`src/rtl/mode_sequencer_pkg.sv`:
```
// Shared constants for the pattern sequencer: index range, FSM encoding, default timing.
// Index wrap helpers live here so the top and any future users agree on 9->0 / 0->9.
package mode_sequencer_pkg;

    localparam int         PATTERN_COUNT = 10;
    localparam logic [3:0] MAX_IDX       = 4'(PATTERN_COUNT - 1);

    localparam logic [0:0] ST_MAN  = 1'b0;
    localparam logic [0:0] ST_AUTO = 1'b1;

    localparam int DWELL_DEFAULT = 1000;
    localparam int DEB_DEFAULT   = 16;
    localparam int DWELL_W       = 24;
    localparam int DEB_W         = 8;

    typedef enum logic [1:0] {
        STEP_NONE = 2'd0,
        STEP_UP   = 2'd1,
        STEP_DN   = 2'd2
    } step_e;

    function automatic logic [3:0] idx_inc(input logic [3:0] idx);
        return (idx >= MAX_IDX) ? 4'd0 : idx + 4'd1;
    endfunction

    function automatic logic [3:0] idx_dec(input logic [3:0] idx);
        return (idx == 4'd0) ? MAX_IDX : idx - 4'd1;
    endfunction

endpackage

```
`src/rtl/mode_sequencer_if.sv`:
```
// Button inputs and pattern outputs of the mode sequencer, bundled for port connection.
interface mode_sequencer_if;

    logic       nxt;
    logic       prv;
    logic       aut;
    logic [3:0] q;
    logic       stp;
    logic       amode;

    modport master (output nxt, prv, aut, input q, stp, amode);
    modport slave  (input nxt, prv, aut, output q, stp, amode);

endinterface

```
`src/rtl/mode_sequencer_btn_cond.sv`:
```
// Push-button conditioner: 2-flop synchronizer, DEB-cycle debouncer, rising-edge event.
module btn_cond
    import mode_sequencer_pkg::*;
#(
    parameter int DEB = DEB_DEFAULT
) (
    input  logic clk,
    input  logic rst,
    input  logic i_btn,
    output logic o_evt
);

    localparam logic [DEB_W-1:0] CNT_TC = DEB_W'(DEB - 1);

    logic [1:0]       r_sync;
    logic             r_level;
    logic             r_level_d;
    logic [DEB_W-1:0] r_cnt;

    // NOTE: non-blocking assignments so every flop samples pre-edge values of the others.
    always_ff @(posedge clk or posedge rst) begin
        if (rst) begin
            r_sync    <= '0;
            r_level   <= 1'b0;
            r_level_d <= 1'b0;
            r_cnt     <= '0;
        end else begin
            r_sync    <= {r_sync[0], i_btn};
            r_level_d <= r_level;
            // Any return to the accepted level restarts the stability window.
            if (r_sync[1] == r_level) begin
                r_cnt <= '0;
            end else if (r_cnt == CNT_TC) begin
                r_level <= r_sync[1];
                r_cnt   <= '0;
            end else begin
                r_cnt <= r_cnt + 1'b1;
            end
        end
    end

    assign o_evt = r_level & ~r_level_d;

endmodule

```
`src/rtl/mode_sequencer.sv`:
```
// Pattern index sequencer: manual next/prev stepping plus an auto mode that advances
// the index every DWELL cycles. Buttons are conditioned by three btn_cond instances.
module mode_sequencer
    import mode_sequencer_pkg::*;
#(
    parameter int DWELL = DWELL_DEFAULT,
    parameter int DEB   = DEB_DEFAULT
) (
    input  logic             clk,
    input  logic             rst,
    mode_sequencer_if.slave  bus
);

    localparam logic [DWELL_W-1:0] DWELL_TC = DWELL_W'(DWELL - 1);

    logic w_nxt_evt;
    logic w_prv_evt;
    logic w_aut_evt;

    btn_cond #(.DEB(DEB)) u_nxt (.clk(clk), .rst(rst), .i_btn(bus.nxt), .o_evt(w_nxt_evt));
    btn_cond #(.DEB(DEB)) u_prv (.clk(clk), .rst(rst), .i_btn(bus.prv), .o_evt(w_prv_evt));
    btn_cond #(.DEB(DEB)) u_aut (.clk(clk), .rst(rst), .i_btn(bus.aut), .o_evt(w_aut_evt));

    logic [0:0]         r_state;
    logic [3:0]         r_q;
    logic               r_stp;
    logic [DWELL_W-1:0] r_dwell;

    step_e w_man_step;
    logic  w_dwell_tc;

    // NOTE: every always_comb output gets a default first so no latch is inferred.
    always_comb begin
        w_man_step = STEP_NONE;
        if (w_nxt_evt && !w_prv_evt) begin
            w_man_step = STEP_UP;
        end else if (w_prv_evt && !w_nxt_evt) begin
            w_man_step = STEP_DN;
        end
    end

    assign w_dwell_tc = (r_state == ST_AUTO) && (r_dwell == DWELL_TC);

    always_ff @(posedge clk or posedge rst) begin
        if (rst) begin
            r_state <= ST_MAN;
            r_q     <= '0;
            r_stp   <= 1'b0;
            r_dwell <= '0;
        end else begin
            if (w_aut_evt) begin
                r_state <= ~r_state;
            end

            // Out-of-range recovery beats manual steps, which beat the dwell step.
            r_stp <= 1'b1;
            if (r_q > MAX_IDX) begin
                r_q <= '0;
            end else if (w_man_step == STEP_UP) begin
                r_q <= idx_inc(r_q);
            end else if (w_man_step == STEP_DN) begin
                r_q <= idx_dec(r_q);
            end else if (w_dwell_tc) begin
                r_q <= idx_inc(r_q);
            end else begin
                r_stp <= 1'b0;
            end

            if (r_state == ST_MAN || w_aut_evt || w_man_step != STEP_NONE || w_dwell_tc) begin
                r_dwell <= '0;
            end else begin
                r_dwell <= r_dwell + 1'b1;
            end
        end
    end

    assign bus.q     = r_q;
    assign bus.stp   = r_stp;
    assign bus.amode = (r_state == ST_AUTO);

endmodule

```
`src/flat_wrapper.sv`:
```
// flat-port wrapper written by rule: the top's interface ports become plain ports
module mode_sequencer_flat import mode_sequencer_pkg::*;
#(
    parameter int DWELL = DWELL_DEFAULT,
    parameter int DEB   = DEB_DEFAULT
)
  (clk, rst, bus_nxt, bus_prv, bus_aut, bus_q, bus_stp, bus_amode);
  mode_sequencer_if bus_i ();
  input  logic clk;
  input  logic rst;
  input wire logic [$bits(bus_i.nxt)-1:0] bus_nxt;
  input wire logic [$bits(bus_i.prv)-1:0] bus_prv;
  input wire logic [$bits(bus_i.aut)-1:0] bus_aut;
  output wire logic [$bits(bus_i.q)-1:0] bus_q;
  output wire logic [$bits(bus_i.stp)-1:0] bus_stp;
  output wire logic [$bits(bus_i.amode)-1:0] bus_amode;
  assign bus_i.nxt = bus_nxt;
  assign bus_i.prv = bus_prv;
  assign bus_i.aut = bus_aut;
  assign bus_q = bus_i.q;
  assign bus_stp = bus_i.stp;
  assign bus_amode = bus_i.amode;
  mode_sequencer #(.DWELL(DWELL), .DEB(DEB)) u_core (.clk(clk), .rst(rst), .bus(bus_i));
endmodule
```
`config.mk`:
```
export PLATFORM = sky130hd
export DESIGN_NAME = mode_sequencer_flat
export DESIGN_NICKNAME = d
export VERILOG_FILES = /design/src/rtl/mode_sequencer_pkg.sv /design/src/rtl/mode_sequencer_if.sv /design/src/rtl/mode_sequencer_btn_cond.sv /design/src/rtl/mode_sequencer.sv /design/src/flat_wrapper.sv
export SDC_FILE = /design/constraint.sdc
export NUM_CORES = 1
export LEC_CHECK = 0
export BUFFER_PORTS_ARGS = -buffer_cell sky130_fd_sc_hd__buf_2
export CORE_ASPECT_RATIO = 1.2
export CORE_MARGIN = 2
export CORE_UTILIZATION = 45
export DETAILED_ROUTE_END_ITERATION = 6
export PLACE_DENSITY = 0.71
export SETUP_SLACK_MARGIN = 0.15
export SYNTH_ARGS = -nofsm -noshare
export SYNTH_HDL_FRONTEND = slang
export SYNTH_SLANG_ARGS = --single-unit
```
`constraint.sdc`:
```
create_clock -name clk -period 6.1 [get_ports clk]
set_input_delay 0.305 -clock clk [delete_from_list [all_inputs] [get_ports clk]]
set_output_delay 0.305 -clock clk [all_outputs]
set_load 0.02 [all_outputs]
```
==> results of run 1 <==
-- worst max-delay path by stage --
stage,startpoint,endpoint,slack (ps)
5_1_grt,u_core.r_dwell[0],u_core.r_dwell[13],3350
2_1_floorplan,u_core.r_dwell[0],u_core.r_dwell[2],4130
4_1_cts,u_core.r_dwell[0],u_core.r_dwell[13],3610
6_report,u_core.r_dwell[0],u_core.r_dwell[13],3670
3_3_place_gp,u_core.r_dwell[0],u_core.r_dwell[6],3680
3_5_place_dp,u_core.r_dwell[0],u_core.r_dwell[13],3630
-- where the power goes --
group,total (mW),leakage [nW],switching [mW],internal [mW]
Combinational,0.0325,0.528,0.0210,0.0115
Clock,0.375,0.106,0.155,0.220
Sequential,0.452,0.901,0.00687,0.446
-- area by class of cell --
cell class | instances | area [µm²] | share of cell area, %
timing repair buffer | 11 | 57.6 | 1.62
inverter | 14 | 52.6 | 1.48
tap | 87 | 109 | 3.06
clock inverter | 2 | 35.0 | 0.984
multi-input combinational | 228 | 1490 | 41.7
clock buffer | 13 | 169 | 4.74
sequential | 66 | 1650 | 46.4
-- worst max-delay path, delay by kind of cell, from the launching register on --
family | cells | cell delay [ps]
AOI/OAI and AO/OA | 1 | 890
and+or+nand+nor | 3 | 640
adders and majority gates | 1 | 310
DFF | 1 | 430
-- sequential cells by signal, summed over array words and instances (netlist names) --
name and flops:
u_core.r_dwell 24, u_core.u_aut.r_cnt 8, u_core.u_nxt.r_cnt 8, u_core.u_prv.r_cnt 8
u_core.bus.q 4, u_core.u_aut.r_sync 2, u_core.u_nxt.r_sync 2, u_core.u_prv.r_sync 2
u_core.bus.amode 1, u_core.bus.stp 1, u_core.u_aut.r_level 1, u_core.u_aut.r_level_d 1
u_core.u_nxt.r_level 1, u_core.u_nxt.r_level_d 1, u_core.u_prv.r_level 1, u_core.u_prv.r_level_d 1
-- synthesized netlist by cell type, types with 3 or more instances --
cell and instances:
nand2b_1 5, a21oi_1 10, nand4_1 11, mux2_2 3, and2_1 4, or4_1 3
buf_2 3, dfrtp_1 66, nand2_1 21, clkbuf_1 3, inv_1 14, nor3_1 5
xnor2_1 22, and3_1 4, and4_1 3, nand3_1 15, nor2_1 42, ha_1 10
a211oi_1 3, o21ai_0 8, mux2i_1 3, nor4_1 8, o211ai_1 3, xor2_1 16
or3_1 6
-- cell families (layout without fill, tap and decap cells) --
group | Yosys count | in the layout | share of synthesized area [%]
buf+inv | 20 | 40 | 2.46
xor+xnor | 38 | 38 | 10.4
mux | 6 | 6 | 1.99
fa+ha+maj | 10 | 10 | 3.90
simple gates | 135 | 135 | 21.9
compound gates | 39 | 39 | 7.91
flops | 66 | 66 | 51.4
-- layer usage --
metal	vias up	routed length [µm]	part of all wire, %
li1	1137	-	-
met1	1114	2590	46
met2	37	2730	49
met3	4	176	3.2
met4	0	69	1.2
met5	-	0	0
==> summary.txt, run 1 <==
Status -> finished, final reports clean
DRC -> 0
Routed vias/inst -> 5.44
Drt total wl -> 5.57 mm
Ratio of final minimum period to clock period -> 39.9%
GRT Overall Usage -> 16.1%
VDD IR max -> 0.000120 V
Slew @ Worst Pin -> 1040 ps
Startpoint types -> register
Worst r2r dst -> u_core.r_dwell[13]
PostCTS Resize Cnt -> 0
Fin cells -> 421
Crit Path Max Fanout -> 24
Die area -> 7830 µm²
Final Cell Area -> 3560 µm²
Gate Count Post-Synth -> 314
Initial core utilization -> 46.8%
Synthesis Warnings -> 0
CP Class -> reg2reg
Synth cell types -> 43
TritonCTS buffer count -> 9
Row count -> 33
Hold Crit Depth -> 1
Most frequent cells in the layout -> 66 x dfrtp_1, 42 x nor2_1, 22 x xnor2_1
Clock Latency Late Sink -> 340 ps
Sequential area share after synthesis -> 51.4%
Flop-to-flop setup slack -> 3670 ps
Synth top area share -> 51.4%
Dpl ws -> 3630 ps
CTS Buffer Depth -> 2
Tightest Hold Check Type -> in2reg
DR vias -> 2,292
Hold violation count in the final report -> 0
Leak -> 1.53 nW
Largest net degree at the start of global routing -> 67
Commonest non-fill, non-tap cell in the layout -> dfrtp_1
Nets -> 345
GRT met1 Usage -> 19.4%
Post-Syn Area -> 3210 µm²
Gr busiest metal -> met2
Post-Route Utilization -> 52.0%
TritonCTS Sinks -> 66
Initial antenna violation count -> 0
Area Overhead vs Synth -> 10.9%
Crit Reg-Reg Startpoint -> u_core.r_dwell[0]
Detailed Routing Iterations Pass 1 -> 5
FF+latch count, synth -> 66
Maxcap violations -> 0
Worst setup EP type -> register
Die height -> 96.5 µm
Die width -> 81.1 µm
Post-CTS Setup Inserts -> 0
Final Slew Violations -> 0
Fraction of layout instances using a drive strength above 1 -> 11.4%
Global Route met3 Usage -> 3.72%
CTS tree -> yes
Clk slew on worst S/H paths -> 70 ps
Ant diodes -> 0
Unrepaired setup endpoints after global routing -> false
FILL cells -> 627
First-pass GRT wire length -> 9.69 mm
Final setup fails -> 0
Setup ws final -> 3670 ps
Fmax achieved -> 411 MHz
WHS Endpoint -> u_core.u_aut.r_sync[0]
Grt total ovfl -> 0
EDFF count, synth -> 0
Delay of the slowest critical-path stage -> 890 ps
Syn nets -> 329
Detailed placer's ending HPWL -> 3.76 mm
Core Area -> 6850 µm²
DR WL/cell -> 13.2 µm
Hold Buf Count CTS -> 0
GRT met2 Usage -> 27.0%
Clock Tree Root -> clkbuf_8
Mean Syn Cell Area -> 10.2 µm²
Hold Path Origin -> bus_aut
Rel. slew slack -> 30.4%
Minimum clock period -> 2430 ps
IO Port Bufs -> 10
Dpl cells -> 406
I/O pin count -> 11
Vias in the first global route -> 2,265
Ys async rst share -> 100%
Final ANT Viol Nets -> 0
Worst r2r path cells -> 5
Dominant cell type by area after synthesis -> dfrtp_1
Hold_ws -> 68.5 ps
Fin Clk Skew -> 6.06 ps
CP Data Required Time -> 6270 ps
Placed inst area -> 3360 µm²
GP Congestion -> 0.802
Post-route setup TNS -> 0 ps
CP cell instances -> ha_1, nor4b_1, nand4_1, o2111ai_2, nor2_1
Largest cells by area after synthesis -> dfrtp_1 51%, xnor2_1 6.0%, nor2_1 4.9%, xor2_1 4.4%, ha_1 3.9%
Pwr Density -> 241 nW/µm²
Htree depth -> 3
Total power -> 860 µW
Crit path DAT -> 2610 ps
Synth Flop Type -> dfrtp_1
Slowest stage cell, crit path -> o2111ai_2
DR iter-0 viols -> 83
(Power assumes the default switching activity.)
==> run 2: changes to the inputs <==
ABC_AREA = 1   (was default)
clock period = 2.4 ns   (was 6.1 ns; I/O delays follow)
==> summary.txt, run 2 <==
WHS Endpoint -> u_core.u_prv.r_sync[1]
Hold Buf Count CTS -> 4
Grt total ovfl -> 0
Dpl cells -> 543
Core Area -> 7620 µm²
Post-Syn Area -> 3510 µm²
Post-CTS Setup Inserts -> 0
Row count -> 35
Clock Latency Late Sink -> 350 ps
Ant diodes -> 0
Detailed placer's ending HPWL -> 5.01 mm
TritonCTS Sinks -> 66
PostCTS Resize Cnt -> 0
FILL cells -> 716
Final setup fails -> 0
Fraction of layout instances using a drive strength above 1 -> 11.3%
Ratio of final minimum period to clock period -> 74.1%
First-pass GRT wire length -> 11.9 mm
GP Congestion -> 0.912
Area of the multi-input gates -> 1650 µm²
Worst r2r path cells -> 11
Fin cells -> 563
Fin Clk Skew -> 6.30 ps
Synth cell types -> 33
Die height -> 101 µm
Largest net degree at the start of global routing -> 31
Die area -> 8520 µm²
Routed vias/inst -> 4.98
Synth Flop Type -> dfrtp_1
Hold_ws -> 354 ps
DRC -> 0
Leak -> 1.80 nW
Final Slew Violations -> 0
DR iter-0 viols -> 152
Crit Path Max Fanout -> 5
Startpoint types -> register
FF+latch count, synth -> 66
Tightest Hold Check Type -> reg2reg
Commonest non-fill, non-tap cell in the layout -> nand2_1
Clock Tree Root -> clkbuf_8
Sequential area share after synthesis -> 47.1%
DR WL/cell -> 11.8 µm
Die width -> 84.6 µm
Flop-to-flop setup slack -> 620 ps
GRT Overall Usage -> 17.6%
EDFF count, synth -> 0
VDD IR max -> 0.000465 V
Synth top area share -> 47.1%
Fmax achieved -> 562 MHz
Largest Register -> u_core.r_dwell
Register area -> 1650 µm²
CTS tree -> yes
Synthesis Warnings -> 0
Unrepaired setup endpoints after global routing -> false
Final ANT Viol Nets -> 0
I/O pin count -> 11
Minimum clock period -> 1780 ps
Max FFs per register -> 24
Dominant cell type by area after synthesis -> dfrtp_1
DR vias -> 2,804
Rel. slew slack -> 60.4%
Synth cell count leaders -> 105 x nand2_1, 103 x nor2_1, 66 x dfrtp_1
CP Class -> reg2reg
Area Overhead vs Synth -> 12.4%
Post-route setup TNS -> 0 ps
Ys async rst share -> 100%
Gate Count Post-Synth -> 442
Crit path DAT -> 2060 ps
Mean Syn Cell Area -> 7.93 µm²
Hold violation count in the final report -> 0
Status -> finished, final reports clean
Hold Path Origin -> u_core.u_prv.r_sync[0]
Maxcap violations -> 0
Top-count cell post-synth -> nand2_1
Worst setup EP type -> register
Hold Crit Depth -> 0
Worst r2r dst -> u_core.bus.q[0]
Vias in the first global route -> 2,681
Initial antenna violation count -> 0
TritonCTS buffer count -> 9
Htree depth -> 3
Slew @ Worst Pin -> 593 ps
Crit Reg-Reg Startpoint -> u_core.u_prv.r_level
CP Data Required Time -> 2680 ps
Initial core utilization -> 46.0%
Pwr Density -> 600 nW/µm²
Clk slew on worst S/H paths -> 70 ps
Detailed Routing Iterations Pass 1 -> 4
Largest cells by area after synthesis -> dfrtp_1 47%, nand2_1 11%, nor2_1 11%, inv_1 4.5%, ha_1 3.6%
Most frequent cells in the layout -> 105 x nand2_1, 103 x nor2_1, 66 x dfrtp_1
CTS Buffer Depth -> 2
Syn nets -> 457
IO Port Bufs -> 10
Nets -> 481
Drt total wl -> 6.67 mm
==> run 2: cell count changes after synthesis, sizes merged, moves of 4 or more <==
cell,before,now
or4,4,0
nand3,15,26
nand2b,5,0
a21oi,11,6
xor2,16,12
nand2,21,107
inv,14,47
nor4,8,0
and3,4,0
or3,6,0
nor2,42,111
nor3b,0,5
nor3,5,9
xnor2,22,9
==> run 2: where the power goes <==
group | total [mW] | leakage (nW) | internal [mW] | switching, mW
combinational | 0.0865 | 0.774 | 0.0305 | 0.0560
sequential | 1.15 | 0.901 | 1.13 | 0.0174
clock | 1.13 | 0.123 | 0.689 | 0.438
total | 2.36 | 1.80 | 1.85 | 0.511
==> run 2: worst max path at each step <==
stage / end / slack, ps / cells past startpoint / from
after global routing: u_core.bus.q[3] / 350 / 12 / u_core.u_prv.r_level
after CTS: u_core.bus.q[0] / 610 / 11 / u_core.u_prv.r_level
after global placement: u_core.bus.q[0] / 670 / 11 / u_core.u_prv.r_level
after detailed placement: u_core.bus.q[0] / 640 / 11 / u_core.u_prv.r_level
final: u_core.bus.q[0] / 620 / 11 / u_core.u_prv.r_level
after floorplan: u_core.bus.amode / 630 / 1 / rst
==> run 2: cells by family (layout without fill, tap and decap cells) <==
family                     Yosys count  in the layout  share of synthesized area (%)
DFF                                 66             66                           47.1
buffers and inverters               50             79                           5.82
adders and majority gates           10             10                           3.57
xor gates and xnor gates            21             21                           5.25
and+or+nand+nor                    276            276                           35.0
AOI/OAI and AO/OA                   19             19                           3.21
==> run 2: metrics by stage <==
step | power (mW) | setup WS [ps] | cell area, µm² | utilization, %
after floorplan | 1.23 | 625 | 3510 | -
after global placement | 1.25 | 672 | 3660 | 48.0
after detailed placement | 1.25 | 639 | 3660 | 48.0
after CTS | 2.38 | 608 | 3940 | 51.7
after global routing | 2.45 | 353 | 3940 | 51.7
final | 2.36 | 621 | 3940 | 51.7
==> run 2: layout make-up <==
class	count	share of cell area, %
Tap cell	92	2.92
Inverter	47	4.48
Clock inverter	7	2.99
Sequential cell	66	41.9
Timing Repair Buffer	16	2.67
Clock buffer	9	3.14
Multi-Input combinational cell	326	41.9
==> run 2: critical path: stages (launching register included) <==
cell and delay [ps]:
dfrtp_1 380, inv_1 70, nor2_1 160, inv_1 60, ha_1 190, nor2_1 270
inv_1 120, o21ai_0 160, o21ai_0 100, nor2_1 100, nand2_1 50, nand2_1 60
==> run 2: routing by layer <==
metal | wire length, µm | part of all wire [%] | global-route usage [%] | up-vias
met5 | 0 | 0 | 0 | -
met4 | 74 | 1.1 | 6.47 | 0
met3 | 276 | 4.1 | 4.59 | 5
met2 | 3270 | 49 | 29.6 | 58
met1 | 3050 | 46 | 22.0 | 1305
li1 | - | - | - | 1436
==> run 3: changes to the inputs <==
clock period = 1.8 ns   (was 2.4 ns; I/O delays follow)
==> summary.txt, run 3 (synthesized netlist as in run 2, its figures left out) <==
Unrepaired setup endpoints after global routing -> true
Die width -> 84.6 µm
Post-route setup TNS -> 0 ps
CP Class -> reg2reg
Routed vias/inst -> 5.00
Die height -> 101 µm
Ant diodes -> 0
CTS Buffer Depth -> 2
Final ANT Viol Nets -> 0
Minimum clock period -> 1510 ps
Crit path DAT -> 1720 ps
TritonCTS buffer count -> 9
Grt total ovfl -> 0
Largest net degree at the start of global routing -> 52
FILL cells -> 713
VDD IR max -> 0.000471 V
CP Data Required Time -> 2010 ps
Rel. slew slack -> 69.8%
DRC -> 0
Detailed placer's ending HPWL -> 4.84 mm
Status -> finished, final reports clean
Final setup fails -> 0
Max FFs per register -> 24
Drt total wl -> 6.70 mm
Most frequent cells in the layout -> 105 x nand2_1, 99 x nor2_1, 64 x dfrtp_1
Fin Clk Skew -> 5.08 ps
IO Port Bufs -> 10
Largest Register -> u_core.r_dwell
Fraction of layout instances using a drive strength above 1 -> 15.3%
Initial core utilization -> 46.0%
Initial antenna violation count -> 0
Row count -> 35
Clk slew on worst S/H paths -> 70 ps
Nets -> 489
Leak -> 1.83 nW
Area of the multi-input gates -> 1690 µm²
GRT Overall Usage -> 16.9%
I/O pin count -> 11
Vias in the first global route -> 2,700
Fin cells -> 570
Flop-to-flop setup slack -> 290 ps
Detailed Routing Iterations Pass 1 -> 4
First-pass GRT wire length -> 11.6 mm
Commonest non-fill, non-tap cell in the layout -> nand2_1
Total power -> 3.01 mW
Worst setup EP type -> register
Core Area -> 7620 µm²
TritonCTS Sinks -> 66
Pwr Density -> 747 nW/µm²
Hold_ws -> 279 ps
Slew @ Worst Pin -> 449 ps
Dpl cells -> 545
Final Slew Violations -> 0
Fmax achieved -> 664 MHz
DR vias -> 2,851
Crit Reg-Reg Startpoint -> u_core.r_dwell[0]
DR iter-0 viols -> 231
Area Overhead vs Synth -> 15.0%
Clock Tree Root -> clkbuf_8
Die area -> 8520 µm²
Hold violation count in the final report -> 0
Ratio of final minimum period to clock period -> 83.6%
Maxcap violations -> 0
Clock Latency Late Sink -> 340 ps
Startpoint types -> register
GP Congestion -> 0.931
Crit path from -> u_core.r_dwell[0]
CTS tree -> yes
DR WL/cell -> 11.8 µm
Tightest Hold Check Type -> in2async
Crit Path Max Fanout -> 24
Htree depth -> 3
Register area -> 1650 µm²
[run 3: timing repair]
| action | in CTS | in global routing |
|---|---|---|
| gates resized for setup | 1 | 16 |
| hold endpoints to repair | 18 | 0 |
| setup endpoints to repair | 2 | 33 |
| buffers inserted | 0 | 6 |
| hold buffers | 4 | 0 |
| pin swaps | 0 | 5 |
[run 3: final cells by class]
class / instances / area share [%]
Clock buffer: 10 / 3.42
Clock inverter: 5 / 1.96
Inverter: 47 / 4.47
Multi-Input combinational cell: 326 / 41.9
Sequential cell: 66 / 41.0
Tap cell: 92 / 2.86
Timing Repair Buffer: 24 / 4.41
[run 3: worst max-delay path, stage by stage (launching register included)]
cell and delay (ps):
dfrtp_1 360, ha_2 230, nand4_1 110, nor2_1 170
nand3_4 130, nand3_4 280, nor2_1 90
[run 3: power by group]
part	internal (mW)	switching, mW
Combinational	0.0454	0.0803
Sequential	1.51	0.0203
Clock	0.807	0.549
Total	2.36	0.649
[run 3: final timing paths]
kind,end,depth (start not counted)
worst min register to register,u_core.u_nxt.r_sync[1],0
min in group clk,u_core.u_nxt.r_sync[1],0
worst min-delay path,u_core.u_nxt.r_sync[0],3
worst max-delay path,u_core.r_dwell[21],6
max in group asynchronous,u_core.bus.q[0],4
worst max register to register,u_core.r_dwell[21],6
[run 3: routing by layer]
layer / track usage [%] / wire [µm]
met5: 0 / 0
met4: 6.35 / 107
met2: 28.2 / 3190
met3: 4.34 / 289
met1: 21.1 / 3120
[run 3: metrics by stage]
| stage | worst slack [ps] | util [%] | area (µm²) |
|---|---|---|---|
| global placement | 202 | 48.4 | 3690 |
| CTS | 153 | 51.8 | 3950 |
| global route | 88.3 | 52.9 | 4030 |
| finish | 294 | 52.9 | 4030 |
| floorplan | 272 | - | 3510 |
| detailed placement | 140 | 48.4 | 3690 |
